$ cat src/rtl/conv_mac.sv
// rtl/conv_mac.sv - signed filter x ifmap multiply-accumulate with read strobes and psum handshake
module conv_mac #(
    parameter int FILTER_SIZE = 16,
    parameter int DATA_W      = 8,
    parameter int ACC_W       = 20
) (
    input  logic                     clk,
    input  logic                     rst,
    input  logic                     start,
    input  logic                     filter_full,
    input  logic                     ifmap_full,
    input  logic [DATA_W-1:0]        filter_byte,
    input  logic [DATA_W-1:0]        ifmap_byte,
    output logic                     filter_re,
    output logic                     ifmap_re,
    output logic                     buf_rst,
    output logic signed [ACC_W-1:0]  psum,
    output logic                     psum_valid,
    input  logic                     psum_ready,
    output logic                     busy
);

    localparam int CNT_W  = (FILTER_SIZE > 1) ? $clog2(FILTER_SIZE) : 1;
    localparam int PROD_W = 2 * DATA_W;

    localparam logic [1:0] S_IDLE  = 2'd0;
    localparam logic [1:0] S_RUN   = 2'd1;
    localparam logic [1:0] S_DRAIN = 2'd2;
    localparam logic [1:0] S_DONE  = 2'd3;

    logic [1:0]              state;
    logic [CNT_W-1:0]        tap;
    logic                    drain_cnt;
    logic                    accept;
    logic                    last_tap;
    logic                    byte_valid;
    logic                    prod_valid;
    logic signed [PROD_W-1:0] filter_ext;
    logic signed [PROD_W-1:0] ifmap_ext;
    logic signed [PROD_W-1:0] prod;
    logic signed [ACC_W-1:0]  acc;

    assign accept   = (state == S_IDLE) && start && filter_full && ifmap_full;
    assign last_tap = (tap == CNT_W'(FILTER_SIZE - 1));

    // Outputs decode straight from state so an asynchronous reset clears them at once.
    assign filter_re  = (state == S_RUN);
    assign ifmap_re   = filter_re;
    assign buf_rst    = filter_re && (tap == '0);
    assign psum_valid = (state == S_DONE);
    assign busy       = (state != S_IDLE);
    assign psum       = acc;

    always_ff @(posedge clk or posedge rst) begin
        if (rst) begin
            state     <= S_IDLE;
            tap       <= '0;
            drain_cnt <= 1'b0;
        end else begin
            case (state)
                S_IDLE: begin
                    if (accept) begin
                        state <= S_RUN;
                        tap   <= '0;
                    end
                end
                S_RUN: begin
                    tap <= tap + 1'b1;
                    if (last_tap) begin
                        state     <= S_DRAIN;
                        drain_cnt <= 1'b0;
                    end
                end
                S_DRAIN: begin
                    drain_cnt <= 1'b1;
                    if (drain_cnt)
                        state <= S_DONE;
                end
                default: begin
                    if (psum_ready)
                        state <= S_IDLE;
                end
            endcase
        end
    end

    // Operands are widened first so the product is computed at full signed width.
    assign filter_ext = {{DATA_W{filter_byte[DATA_W-1]}}, filter_byte};
    assign ifmap_ext  = {{DATA_W{ifmap_byte[DATA_W-1]}}, ifmap_byte};

    always_ff @(posedge clk or posedge rst) begin
        if (rst) begin
            byte_valid <= 1'b0;
            prod_valid <= 1'b0;
            prod       <= '0;
            acc        <= '0;
        end else begin
            byte_valid <= filter_re;
            prod_valid <= byte_valid;
            prod       <= filter_ext * ifmap_ext;
            if (accept)
                acc <= '0;
            else if (prod_valid)
                acc <= acc + {{(ACC_W - PROD_W){prod[PROD_W-1]}}, prod};
        end
    end

endmodule

$ cat config.mk
export PLATFORM = sky130hd
export DESIGN_NAME = conv_mac
export DESIGN_NICKNAME = d
export VERILOG_FILES = /design/src/rtl/conv_mac.sv
export SDC_FILE = /design/constraint.sdc
export NUM_CORES = 1
export LEC_CHECK = 0
export CORE_ASPECT_RATIO = 0.9
export CORE_MARGIN = 4
export CORE_UTILIZATION = 45
export DETAILED_ROUTE_END_ITERATION = 8
export PLACE_DENSITY = 0.66
export SYNTH_ARGS = -nofsm -noshare
export SYNTH_HDL_FRONTEND = slang
export SYNTH_SLANG_ARGS = --single-unit
$ cat constraint.sdc
create_clock -name clk -period 2.2 [get_ports clk]
set_clock_uncertainty 0.15 [all_clocks]
set_input_delay 0.33 -clock clk [delete_from_list [all_inputs] [get_ports clk]]
set_output_delay 0.33 -clock clk [all_outputs]
set_load 0.005 [all_outputs]
==> impl_metrics.yaml <==
outcome:
  outcome: "complete, but fails checks"
  failed_checks: "negative setup slack"
grt:
  antenna_found_initial: 0
  grt_overflow: 0
  grt_max_degree: 35
  grt_pass1_wl_mm: 21.35
  track_usage_pct: 19.73
  first_global_vias: 4662
critical_path:
  r2r_start: "psum[1]"
  path_max_fanout: 3
  crit_arrival_ns: 4.24
  end_kind: "flop"
  startpoint_type: "input port"
  startpoint: "filter_byte[3]"
  critPathKind: "input port to flop"
  critPathRequiredTime_ns: 2.23
cts:
  numClockSinks: 45
  clk_path_buf_depth: 2
  holdBufCountCts: 0
  h-tree-depth: 2
  cts.clk_slew.worst_paths_ns: 0.07
  cts_tree: "yes"
  numCtsBuffers: 5
  clock-root-buffer: "clkbuf_16"
  clk_latency_ns: 0.29
routing:
  drc: 0
  vias_per_cell: 5.124
  drt_first_pass_iters: 4
  wl_mm: 12.73
  ant_nets: 0
  num_vias: 4468
  wl_per_cell_um: 14.60
  drt_iter0_markers: 283
sta:
  relSlewSlack_pct: 69.45
  hold_viol_final: 0
  timing.final.crit_share_pct: 191.7
  maxSlewViolCount: 0
  rsz0062_at_grt: "yes"
  fin_crit_ns: 4.216
  fin_ws_ns: -2.016
  fmax_mhz: 237.2
  setup_viol: 24
  worst_pin_slew_ns: 0.4554
logic_synthesis:
  synth_nets: 692
  seq_area_frac_synth_pct: 21.95
  async_flop_share_pct: 100.0
  synthFlopType: "dfrtp_1"
  yosysUniqueCellTypes: 47
  syn_inst: 559
  yosys_warnings: 0
  synth_area_um2: 5130
  synth_seq_cells: 45
  synth-edff-count: 0
  syn_area_per_cell_um2: 9.177
power_and_ir_drop:
  leakage_nw: 3.547
  p_per_area_nw_per_um2: 1548
  peakVddDrop_mv: 0.7694
cells_and_area:
  final_util_pct: 69.06
  layout-drive-gt1-share_pct: 37.64
  nets: 852
  final_area_um2: 7590
  mostFrequentLayoutCells: "buf_4 (102), inv_1 (70), fa_1 (49)"
  diodes: 0
  final_common_cell: "buf_4"
  areaGrowthSynthToFinish_pct: 47.95
placement:
  post-dp-hpwl_mm: 9.506
  placed_cell_area_um2: 6688
  io_buffers: 46
  gp_congestion: 0.8461
floorplan:
  core_um2: 10990
  num_io_pins: 47
  dieArea_um2: 13170
  start_util_pct: 46.68
  die_w_um: 120.5
  core.rowCount: 36
  die_y_um: 109.3
hold_path:
  min_path_type: "input port to asynchronous set/reset pin"
flow_run:
  maxCapViolations: 0
==> final timing paths <==
check                                  end  slack (ns)  depth (start not counted)
max in group asynchronous          psum[7]        1.26                          3
worst min register to register  prod_valid        0.20                          0
min in group clk                prod_valid        0.20                          0
worst max-delay path              prod[15]       -2.02                         16
worst min-delay path                tap[2]        0.14                          2
worst max register to register    psum[19]       -0.17                         10
==> cell families (layout without fill, tap and decap cells) <==
family                     after synthesis  after routing  share of synthesized area (%)
AOI/OAI and AO/OA                       94             94                          11.73
xor gates and xnor gates                25             25                          4.268
adders and majority gates              111            111                          35.27
buffers and inverters                  101            262                          7.463
DFF                                     45             45                          21.95
muxes                                   11             11                          2.220
and+or+nand+nor                        172            172                          17.10
==> where the power goes <==
part	total, mW	internal (mW)	switching, mW
Clock	0.893	0.546	0.347
Sequential	1.60	1.25	0.347
Combinational	9.25	4.91	4.34
==> per-layer routing <==
layer  up-vias  GRT usage [%]  part of all wire, %
met5         -              0                    0
met1      2211          24.72                   42
li1       2174              -                    -
met3        13          1.903                  2.6
met2        70          37.02                   54
met4         0          4.531                  1.1
==> flip-flops by register name, summed over array words and instances, names as in the netlist <==
register and count:
byte_valid 1, drain_cnt 1, prod 16, prod_valid 1, psum 20, state 2, tap 4
==> synthesized netlist by cell type (2+ instances only) <==
| library cell | instances | area (µm²) |
|---|---|---|
| nand3_1 | 13 | 65.06 |
| inv_1 | 90 | 337.8 |
| o31ai_1 | 3 | 22.52 |
| dfrtp_1 | 45 | 1126 |
| a22o_1 | 2 | 17.52 |
| or3_1 | 2 | 12.51 |
| o21ai_0 | 21 | 105.1 |
| or2_2 | 2 | 12.51 |
| o2111ai_1 | 2 | 17.52 |
| a211o_1 | 3 | 26.28 |
| a21oi_1 | 26 | 130.1 |
| and2_1 | 37 | 231.5 |
| nor3_1 | 13 | 65.06 |
| a32o_1 | 2 | 20.02 |
| fa_1 | 56 | 1121 |
| nand2b_1 | 7 | 43.79 |
| xor2_1 | 5 | 43.79 |
| clkbuf_1 | 8 | 30.03 |
| o21a_1 | 4 | 30.03 |
| or4_1 | 2 | 15.01 |
| a31oi_1 | 3 | 18.77 |
| and3_1 | 4 | 25.02 |
| nor2_1 | 25 | 93.84 |
| a211oi_1 | 9 | 67.56 |
| mux2_2 | 3 | 33.78 |
| o22ai_1 | 2 | 12.51 |
| nor2b_1 | 12 | 75.07 |
| ha_1 | 55 | 688.2 |
| a21o_1 | 9 | 67.56 |
| nor4_1 | 3 | 18.77 |
| nand4_1 | 5 | 31.28 |
| nand2_1 | 45 | 168.9 |
| mux2i_1 | 8 | 80.08 |
| xnor2_1 | 20 | 175.2 |
==> stage by stage <==
stage          setup TNS [ns]  cells  power, mW  hold WS, ns  setup WS (ns)
5_1_grt                -20.36    872      12.81       0.1687         -2.158
6_report               -18.12    872      11.75       0.1407         -2.016
3_5_place_dp           -29.36    846      9.013       0.1858         -2.922
3_3_place_gp           -28.33    846      8.814       0.1842         -2.849
4_1_cts                -17.38    866      10.83       0.1509         -2.101
2_1_floorplan          -16.54    559      6.382       0.1812         -2.203
==> repair_timing <==
action	4_1_cts	5_1_grt
buffers inserted	13	12
pin swaps	63	58
setup endpoints to repair	26	29
resized for setup	153	75
==> critical path, stage by stage <==
cell and delay [ns]:
buf_8 0.10, and2_4 0.15, fa_2 0.57, inv_2 0.04
fa_1 0.49, inv_1 0.05, fa_1 0.47, inv_1 0.05
fa_1 0.48, inv_2 0.04, ha_4 0.20, nor2b_4 0.12
or4_4 0.43, a211o_1 0.33, o31a_1 0.25, xnor2_1 0.12
==> final cells by class <==
class                           count  area [µm²]
Inverter                           91       341.6
Multi-Input combinational cell    413        4332
Timing Repair Buffer              163        1424
Fill cell                         828        3401
Clock inverter                      3       50.05
Tap cell                          152       190.2
Clock buffer                        5       125.1
Sequential cell                    45        1127
No activity file was read; power rests on OpenSTA's default activity.
